### config.mk
export PLATFORM = sky130hd
export DESIGN_NAME = traffic_ctrl_gen_flat
export DESIGN_NICKNAME = d
export VERILOG_FILES = /design/src/rtl/traffic_pkg.sv /design/src/rtl/traffic_ctrl_gen_if.sv /design/src/rtl/rr_phase_sel.sv /design/src/rtl/traffic_ctrl_gen.sv /design/src/flat_wrapper.sv
export SDC_FILE = /design/constraint.sdc
export NUM_CORES = 1
export LEC_CHECK = 0
export ABC_AREA = 1
export CORE_MARGIN = 2
export CORE_UTILIZATION = 54
export DETAILED_ROUTE_END_ITERATION = 16
export PLACE_DENSITY = 0.84
export SKIP_LAST_GASP = 1
export SLEW_MARGIN = 10
export SYNTH_ARGS = -nofsm -noshare
export SYNTH_HDL_FRONTEND = slang
export SYNTH_SLANG_ARGS = --single-unit
export TNS_END_PERCENT = 100
### constraint.sdc
create_clock -name clk -period 3.1 [get_ports clk]
set_input_delay 0.775 -clock clk [delete_from_list [all_inputs] [get_ports clk]]
set_output_delay 0.775 -clock clk [all_outputs]
set_load 0.01 [all_outputs]
### src/rtl/traffic_pkg.sv
// Shared types for the traffic controller: FSM states and the lamp colour
// each state drives onto the intersection.
package traffic_pkg;

  typedef enum logic [2:0] {
    GREEN,
    AMBER,
    CLEAR,
    PREEMPT_CLR,
    PREEMPT
  } state_t;

  typedef enum logic [1:0] {
    LAMP_DARK,
    LAMP_GREEN,
    LAMP_AMBER,
    LAMP_RED
  } lamp_t;

  function automatic lamp_t lamp_for(state_t s);
    case (s)
      GREEN, PREEMPT:     return LAMP_GREEN;
      AMBER:              return LAMP_AMBER;
      CLEAR, PREEMPT_CLR: return LAMP_RED;
      default:            return LAMP_DARK;
    endcase
  endfunction

endpackage

### src/rtl/traffic_ctrl_gen_if.sv
// Sensor/emergency inputs and lamp/status outputs of the intersection
// controller; master is the environment side, slave is the controller.
interface traffic_ctrl_gen_if #(
  parameter int N_PHASES       = 4,
  parameter int SENS_PER_PHASE = 2,
  parameter int CNT_W          = 8
);
  localparam int PW = $clog2(N_PHASES);

  logic [N_PHASES*SENS_PER_PHASE-1:0] sensors;
  logic                               emerg_req;
  logic [PW-1:0]                      emerg_phase;
  logic [N_PHASES-1:0]                green;
  logic [N_PHASES-1:0]                amber;
  logic                               all_red;
  logic [PW-1:0]                      cur_phase;
  logic [CNT_W-1:0]                   busy_cnt;

  modport master (
    output sensors, emerg_req, emerg_phase,
    input  green, amber, all_red, cur_phase, busy_cnt
  );

  modport slave (
    input  sensors, emerg_req, emerg_phase,
    output green, amber, all_red, cur_phase, busy_cnt
  );

endinterface

### src/rtl/rr_phase_sel.sv
// Round-robin scan for the next phase to serve, starting just after cur_phase.
// The current phase is the last candidate so a lone request on it is not lost.
module rr_phase_sel #(
  parameter  int N_PHASES = 4,
  localparam int PW       = $clog2(N_PHASES)
) (
  input  logic [N_PHASES-1:0] req,
  input  logic [PW-1:0]       cur_phase,
  output logic [PW-1:0]       next_phase,
  output logic                any_other
);

  logic [PW-1:0] idx;

  // Walk from farthest to nearest so the closest requester is written last.
  always_comb begin
    next_phase = PW'((int'(cur_phase) + 1) % N_PHASES);
    any_other  = 1'b0;
    idx        = '0;
    for (int i = N_PHASES; i >= 1; i--) begin
      idx = PW'((int'(cur_phase) + i) % N_PHASES);
      if (req[idx]) begin
        next_phase = idx;
        if (i != N_PHASES) any_other = 1'b1;
      end
    end
  end

endmodule

### src/rtl/traffic_ctrl_gen.sv
// Sensor-driven N-phase intersection controller with amber, all-red clearance
// and emergency preemption; all lamp outputs come straight from registers.
module traffic_ctrl_gen
  import traffic_pkg::*;
#(
  parameter int N_PHASES       = 4,
  parameter int SENS_PER_PHASE = 2,
  parameter int CNT_W          = 8,
  parameter int GREEN_UNIT     = 30,
  parameter int MIN_GREEN      = 10,
  parameter int AMBER_T        = 5,
  parameter int CLEAR_T        = 2
) (
  input  logic             clk,
  input  logic             rst,
  traffic_ctrl_gen_if.slave bus
);

  localparam int PW = $clog2(N_PHASES);
  localparam logic [CNT_W-1:0] MIN_LOAD   = CNT_W'(MIN_GREEN - 1);
  localparam logic [CNT_W-1:0] AMBER_LOAD = CNT_W'(AMBER_T - 1);
  localparam logic [CNT_W-1:0] CLEAR_LOAD = CNT_W'(CLEAR_T - 1);

  state_t              state, state_n;
  logic [PW-1:0]       cur_phase, phase_n;
  logic [CNT_W-1:0]    busy_cnt, cnt_n;
  logic                pend, pend_n;
  logic [PW-1:0]       target, target_n;
  logic [N_PHASES-1:0] green_q, green_n;
  logic [N_PHASES-1:0] amber_q, amber_n;
  logic                all_red_q, all_red_n;

  logic [N_PHASES-1:0] req_vec;
  int                  pc [N_PHASES];
  logic [PW-1:0]       scan_phase;
  logic                any_other;
  logic                phase_ok;
  logic                ereq;

  // Product saturates at the counter's full scale instead of wrapping.
  function automatic logic [CNT_W-1:0] green_load(input int k);
    int len;
    if (k == 0) begin
      len = MIN_GREEN;
    end else begin
      len = GREEN_UNIT * k;
      if (len > (1 << CNT_W) - 1) len = (1 << CNT_W) - 1;
    end
    return CNT_W'(len - 1);
  endfunction

  for (genvar p = 0; p < N_PHASES; p++) begin : g_phase
    assign req_vec[p] = |bus.sensors[p*SENS_PER_PHASE +: SENS_PER_PHASE];
    assign pc[p]      = $countones(bus.sensors[p*SENS_PER_PHASE +: SENS_PER_PHASE]);
  end

  rr_phase_sel #(
    .N_PHASES (N_PHASES)
  ) u_sel (
    .req        (req_vec),
    .cur_phase  (cur_phase),
    .next_phase (scan_phase),
    .any_other  (any_other)
  );

  always_comb begin
    phase_ok = 1'b0;
    for (int p = 0; p < N_PHASES; p++) begin
      if (bus.emerg_phase == PW'(p)) phase_ok = 1'b1;
    end
  end

  assign ereq = bus.emerg_req & phase_ok;

  // Preempt requests are tested before interval expiry so they win a tie.
  always_comb begin
    state_n  = state;
    phase_n  = cur_phase;
    cnt_n    = busy_cnt - 1'b1;
    pend_n   = pend;
    target_n = target;
    case (state)
      GREEN: begin
        if (ereq && bus.emerg_phase != cur_phase) begin
          state_n  = AMBER;
          cnt_n    = AMBER_LOAD;
          pend_n   = 1'b1;
          target_n = bus.emerg_phase;
        end else if (ereq) begin
          state_n = PREEMPT;
          cnt_n   = '0;
        end else if (busy_cnt == '0) begin
          if (any_other) begin
            state_n = AMBER;
            cnt_n   = AMBER_LOAD;
          end else begin
            cnt_n = MIN_LOAD;
          end
        end
      end
      AMBER: begin
        if (ereq && !pend) begin
          pend_n   = 1'b1;
          target_n = bus.emerg_phase;
        end
        if (busy_cnt == '0) begin
          state_n = pend_n ? PREEMPT_CLR : CLEAR;
          cnt_n   = CLEAR_LOAD;
        end
      end
      CLEAR: begin
        if (ereq) begin
          state_n  = PREEMPT_CLR;
          cnt_n    = CLEAR_LOAD;
          pend_n   = 1'b1;
          target_n = bus.emerg_phase;
        end else if (busy_cnt == '0) begin
          state_n = GREEN;
          phase_n = scan_phase;
          cnt_n   = green_load(pc[scan_phase]);
        end
      end
      PREEMPT_CLR: begin
        if (busy_cnt == '0) begin
          state_n = PREEMPT;
          phase_n = target;
          cnt_n   = '0;
          pend_n  = 1'b0;
        end
      end
      PREEMPT: begin
        cnt_n = '0;
        if (!ereq) begin
          state_n = AMBER;
          cnt_n   = AMBER_LOAD;
        end
      end
      default: begin
        state_n = GREEN;
        cnt_n   = MIN_LOAD;
      end
    endcase
  end

  always_comb begin
    green_n   = '0;
    amber_n   = '0;
    all_red_n = 1'b0;
    case (lamp_for(state_n))
      LAMP_GREEN: green_n[phase_n] = 1'b1;
      LAMP_AMBER: amber_n[phase_n] = 1'b1;
      LAMP_RED:   all_red_n        = 1'b1;
      default:    ;
    endcase
  end

  always_ff @(posedge clk or posedge rst) begin
    if (rst) begin
      state     <= GREEN;
      cur_phase <= '0;
      busy_cnt  <= MIN_LOAD;
      pend      <= 1'b0;
      target    <= '0;
      green_q   <= N_PHASES'(1);
      amber_q   <= '0;
      all_red_q <= 1'b0;
    end else begin
      state     <= state_n;
      cur_phase <= phase_n;
      busy_cnt  <= cnt_n;
      pend      <= pend_n;
      target    <= target_n;
      green_q   <= green_n;
      amber_q   <= amber_n;
      all_red_q <= all_red_n;
    end
  end

  assign bus.green     = green_q;
  assign bus.amber     = amber_q;
  assign bus.all_red   = all_red_q;
  assign bus.cur_phase = cur_phase;
  assign bus.busy_cnt  = busy_cnt;

endmodule
### src/flat_wrapper.sv
// flat-port wrapper written by rule: the top's interface ports become plain ports
module traffic_ctrl_gen_flat import traffic_pkg::*;
#(
  parameter int N_PHASES       = 4,
  parameter int SENS_PER_PHASE = 2,
  parameter int CNT_W          = 8,
  parameter int GREEN_UNIT     = 30,
  parameter int MIN_GREEN      = 10,
  parameter int AMBER_T        = 5,
  parameter int CLEAR_T        = 2
)
  (clk, rst, bus_sensors, bus_emerg_req, bus_emerg_phase, bus_green, bus_amber, bus_all_red, bus_cur_phase, bus_busy_cnt);
  traffic_ctrl_gen_if #(.N_PHASES(N_PHASES), .SENS_PER_PHASE(SENS_PER_PHASE), .CNT_W(CNT_W)) bus_i ();
  input  logic clk;
  input  logic rst;
  input wire logic [$bits(bus_i.sensors)-1:0] bus_sensors;
  input wire logic [$bits(bus_i.emerg_req)-1:0] bus_emerg_req;
  input wire logic [$bits(bus_i.emerg_phase)-1:0] bus_emerg_phase;
  output wire logic [$bits(bus_i.green)-1:0] bus_green;
  output wire logic [$bits(bus_i.amber)-1:0] bus_amber;
  output wire logic [$bits(bus_i.all_red)-1:0] bus_all_red;
  output wire logic [$bits(bus_i.cur_phase)-1:0] bus_cur_phase;
  output wire logic [$bits(bus_i.busy_cnt)-1:0] bus_busy_cnt;
  assign bus_i.sensors = bus_sensors;
  assign bus_i.emerg_req = bus_emerg_req;
  assign bus_i.emerg_phase = bus_emerg_phase;
  assign bus_green = bus_i.green;
  assign bus_amber = bus_i.amber;
  assign bus_all_red = bus_i.all_red;
  assign bus_cur_phase = bus_i.cur_phase;
  assign bus_busy_cnt = bus_i.busy_cnt;
  traffic_ctrl_gen #(.N_PHASES(N_PHASES), .SENS_PER_PHASE(SENS_PER_PHASE), .CNT_W(CNT_W), .GREEN_UNIT(GREEN_UNIT), .MIN_GREEN(MIN_GREEN), .AMBER_T(AMBER_T), .CLEAR_T(CLEAR_T)) u_core (.clk(clk), .rst(rst), .bus(bus_i));
endmodule
==> metrics.md <==
| Metric | Value |
|---|---|
| Worst Max-Slew Pin Slew | 0.530 ns |
| DR iter-0 viols | 109 |
| Worst r2r src | u_core.bus.cur_phase[0]$_DFF_PP0_ |
| Rel. slew slack | 0.646 |
| Cells after Synth | 273 |
| Slew Viols, Final | 0 |
| Run status | finished with violations |
| Die ar. | 0.00410 mm² |
| HP Start | u_core.target[1]$_DFFE_PP0P_ |
| First-pass GRT wire length | 7.57 mm |
| Proportion of layout cells with a drive suffix above 1 | 0.223 |
| Slack of the critical path | -0.00254 ns |
| CP endpoint kind | register |
| Final Skew | 0.00899 ns |
| PD cells | 1130 mW/mm² |
| Max Fclk | 322 MHz |
| Num CTS Buffers | 3 |
| Initial Utilization | 0.574 |
| Final Cell Area | 0.00253 mm² |
| Leak pwr | 1.36 nW |
| Initial antenna violation count | 0 |
| Total GRT Usage | 0.231 |
| Final setup fails | 1 |
| CTS tree | yes |
| RePlAce Congestion | 0.943 |
| Avg WL per Cell | 12.7 µm |
| I/O pin cnt | 32 |
| H-Tree Depth | 1 |
| Seq cells post-synth | 25 |
| Critical path type | in -> reg |
| Multi-input logic area | 0.00116 mm² |
| Ys flop type | dfrtp_1 |
| FP Rows | 21 |
| Max-cap violations | 0 |
| Final period utilization | 1.00 |
| Clk pin slew, worst setup/hold paths | 0.15 ns |
| Largest net degree at the start of global routing | 26 |
| Yosys cell types | 37 |
| Vias per cell | 5.04 |
| Diode count | 0 |
| Die span in y | 64.0 µm |
| Skew-Pair Late Insertion Delay | 0.33 ns |
| Fin nets | 352 |
| Mapped Area | 0.00195 mm² |
| DP Wirelength | 3.47 mm |
| Die extent in x | 64.0 µm |
| Final ANT Viol Nets | 0 |
| CTS Hold Bufs | 0 |
| Placed inst area | 0.00241 mm² |
| Ys Warns | 0 |
| Failing checks | negative setup slack |
| Vias in the first global route | 1,788 |
| Filler cell count | 274 |
| Hold Path Class | reg -> reg |
| Syn_nets | 301 |
| Syn avg cell area | 7.13 µm² |
| Area growth syn-to-layout | 29.8% |
| Ys async rst share | 1.00 |
| Root Driver | clkbuf_4 |
| Worst EP required | 3.34 ns |
| Setup TNS | -0.00254 ns |
| Startpoint Class | primary input |
| Grt total ovfl | 0 |
| Via count | 1,860 |
| Hold Worst Slack | 0.504 ns |
| Sink Count | 25 |
| Pre-antenna DRT Iters | 4 |
| Worst Setup SP | bus_sensors[6] |
| IO Port Bufs | 31 |
| Place WS | -0.258 ns |
| Post-synthesis sequential area ratio | 0.323 |
| Min cycle time layout | 3.10 ns |
| Final wirelength | 4.70 mm |
| Core area | 0.00339 mm² |
| Reg area | 629 µm² |
| Peak VDD IR | 0.808 mV |
| Critical Path AT | 3.34 ns |
| EDFF count, synth | 0 |
| Drc violations | 0 |
| Final Hold Viols | 0 |
| CTS Buffer Depth | 2 |
| Max FO, Critical Path | 5 |
| Util after Layout | 0.745 |
-- cell usage in the layout (no fill, tap or decap), drive strengths merged --
master	n
buf	17
nand2	82
dfstp	3
nand4	3
dlymetal6s2s	6
o211ai	2
clkdlybuf4s50	25
and2	4
o31ai	1
clkbuf	3
or2	1
inv	52
nor2	30
o21ai	17
nor3	2
o22ai	3
dfrtp	22
nand3b	1
ha	15
xnor2	2
a21oi	6
a22oi	1
nand3	18
o2111ai	1
o32ai	1
a31oi	1
xor2	3
a211oi	1
-- routing by layer --
| layer | wire [µm] | vias to the layer above | share of wire | track usage |
|---|---|---|---|---|
| li1 | - | 952 | - | - |
| met1 | 2050 | 847 | 0.44 | 0.309 |
| met2 | 2370 | 51 | 0.50 | 0.392 |
| met3 | 216 | 10 | 0.046 | 0.0352 |
| met4 | 69 | 0 | 0.015 | 0.0571 |
| met5 | 0 | - | 0 | 0 |
-- cell usage after synthesis (all sizes together) (3+ instances only) --
| library cell | count | share of area |
|---|---|---|
| inv | 51 | 0.10 |
| a21oi | 6 | 0.015 |
| nand2 | 82 | 0.18 |
| nand3 | 18 | 0.053 |
| nor2 | 30 | 0.063 |
| o21ai | 17 | 0.050 |
| o22ai | 3 | 0.0096 |
| ha | 15 | 0.096 |
| and2 | 3 | 0.012 |
| dfstp | 3 | 0.041 |
| dfrtp | 22 | 0.28 |
| nand4 | 3 | 0.0096 |
| xor2 | 3 | 0.014 |
-- power breakdown --
group / internal, mW / switching (mW) / total (mW)
Sequential: 0.466 / 0.119 / 0.585
Clock: 0.0527 / 0.107 / 0.160
Combinational: 0.875 / 1.24 / 2.12
-- final cells by class --
type,count,share of cell area
Timing Repair Buffer,48,0.179
Clock inverter,1,0.00347
Sequential cell,25,0.249
Clock buffer,3,0.00892
Inverter,51,0.0788
Multi-Input combinational cell,195,0.458
Tap cell,46,0.0228
-- per-stage QoR --
step | total power [mW] | instances
after floorplan | 1.95 | 273
after global placement | 2.48 | 363
after detailed placement | 2.55 | 363
after CTS | 2.71 | 367
after global routing | 3.15 | 369
final | 2.86 | 369
-- registers in the layout, indices dropped and copies added, names as in the netlist --
| signal | cells |
|---|---|
| u_core.bus.all_red | 1 |
| u_core.state | 3 |
| u_core.target | 2 |
| u_core.bus.busy_cnt | 8 |
| u_core.bus.green | 4 |
| u_core.bus.cur_phase | 2 |
| u_core.pend | 1 |
| u_core.bus.amber | 4 |
-- what timing repair did --
item	4_1_cts	5_1_grt
resized for setup	0	21
buffers inserted	0	1
endpoints found under the setup margin	0	4
-- path summary, 6_finish.rpt --
| kind | slack [ns] | end | cells past startpoint |
|---|---|---|---|
| max in group asynchronous | 2.04 | u_core.bus.busy_cnt[3]$_DFF_PP1_ | 3 |
| min reg2reg | 0.50 | u_core.target[1]$_DFFE_PP0P_ | 2 |
| min | 0.50 | u_core.target[1]$_DFFE_PP0P_ | 2 |
| max | -0.003 | u_core.bus.busy_cnt[7]$_DFF_PP0_ | 19 |
| max reg2reg | 0.40 | u_core.bus.busy_cnt[7]$_DFF_PP0_ | 15 |
| min in group asynchronous | 0.76 | u_core.pend$_DFFE_PP0P_ | 3 |
-- worst max-delay path, cell delays in order --
cell             delay (ns)
clkdlybuf4s50_1        0.48
inv_1                  0.07
ha_4                   0.17
inv_1                  0.06
nand2_2                0.05
nand2_2                0.08
inv_1                  0.07
o21ai_2                0.17
inv_2                  0.05
nand2_1                0.06
nand2_1                0.08
and2_4                 0.19
o21ai_2                0.15
inv_1                  0.07
nand2_2                0.07
nand2_2                0.08
ha_1                   0.30
nand3_2                0.08
o32ai_2                0.30
-- logic make-up after synthesis --
| family | Yosys count | synth area share |
|---|---|---|
| AND/OR/NAND/NOR | 140 | 0.336 |
| buffers and inverters | 54 | 0.116 |
| AO/OA/AOI/OAI | 34 | 0.106 |
| flip-flops | 25 | 0.323 |
| adder cells (fa/ha/maj) | 15 | 0.0965 |
| XOR/XNOR | 5 | 0.0225 |
No activity file was read; power rests on OpenSTA's default activity.
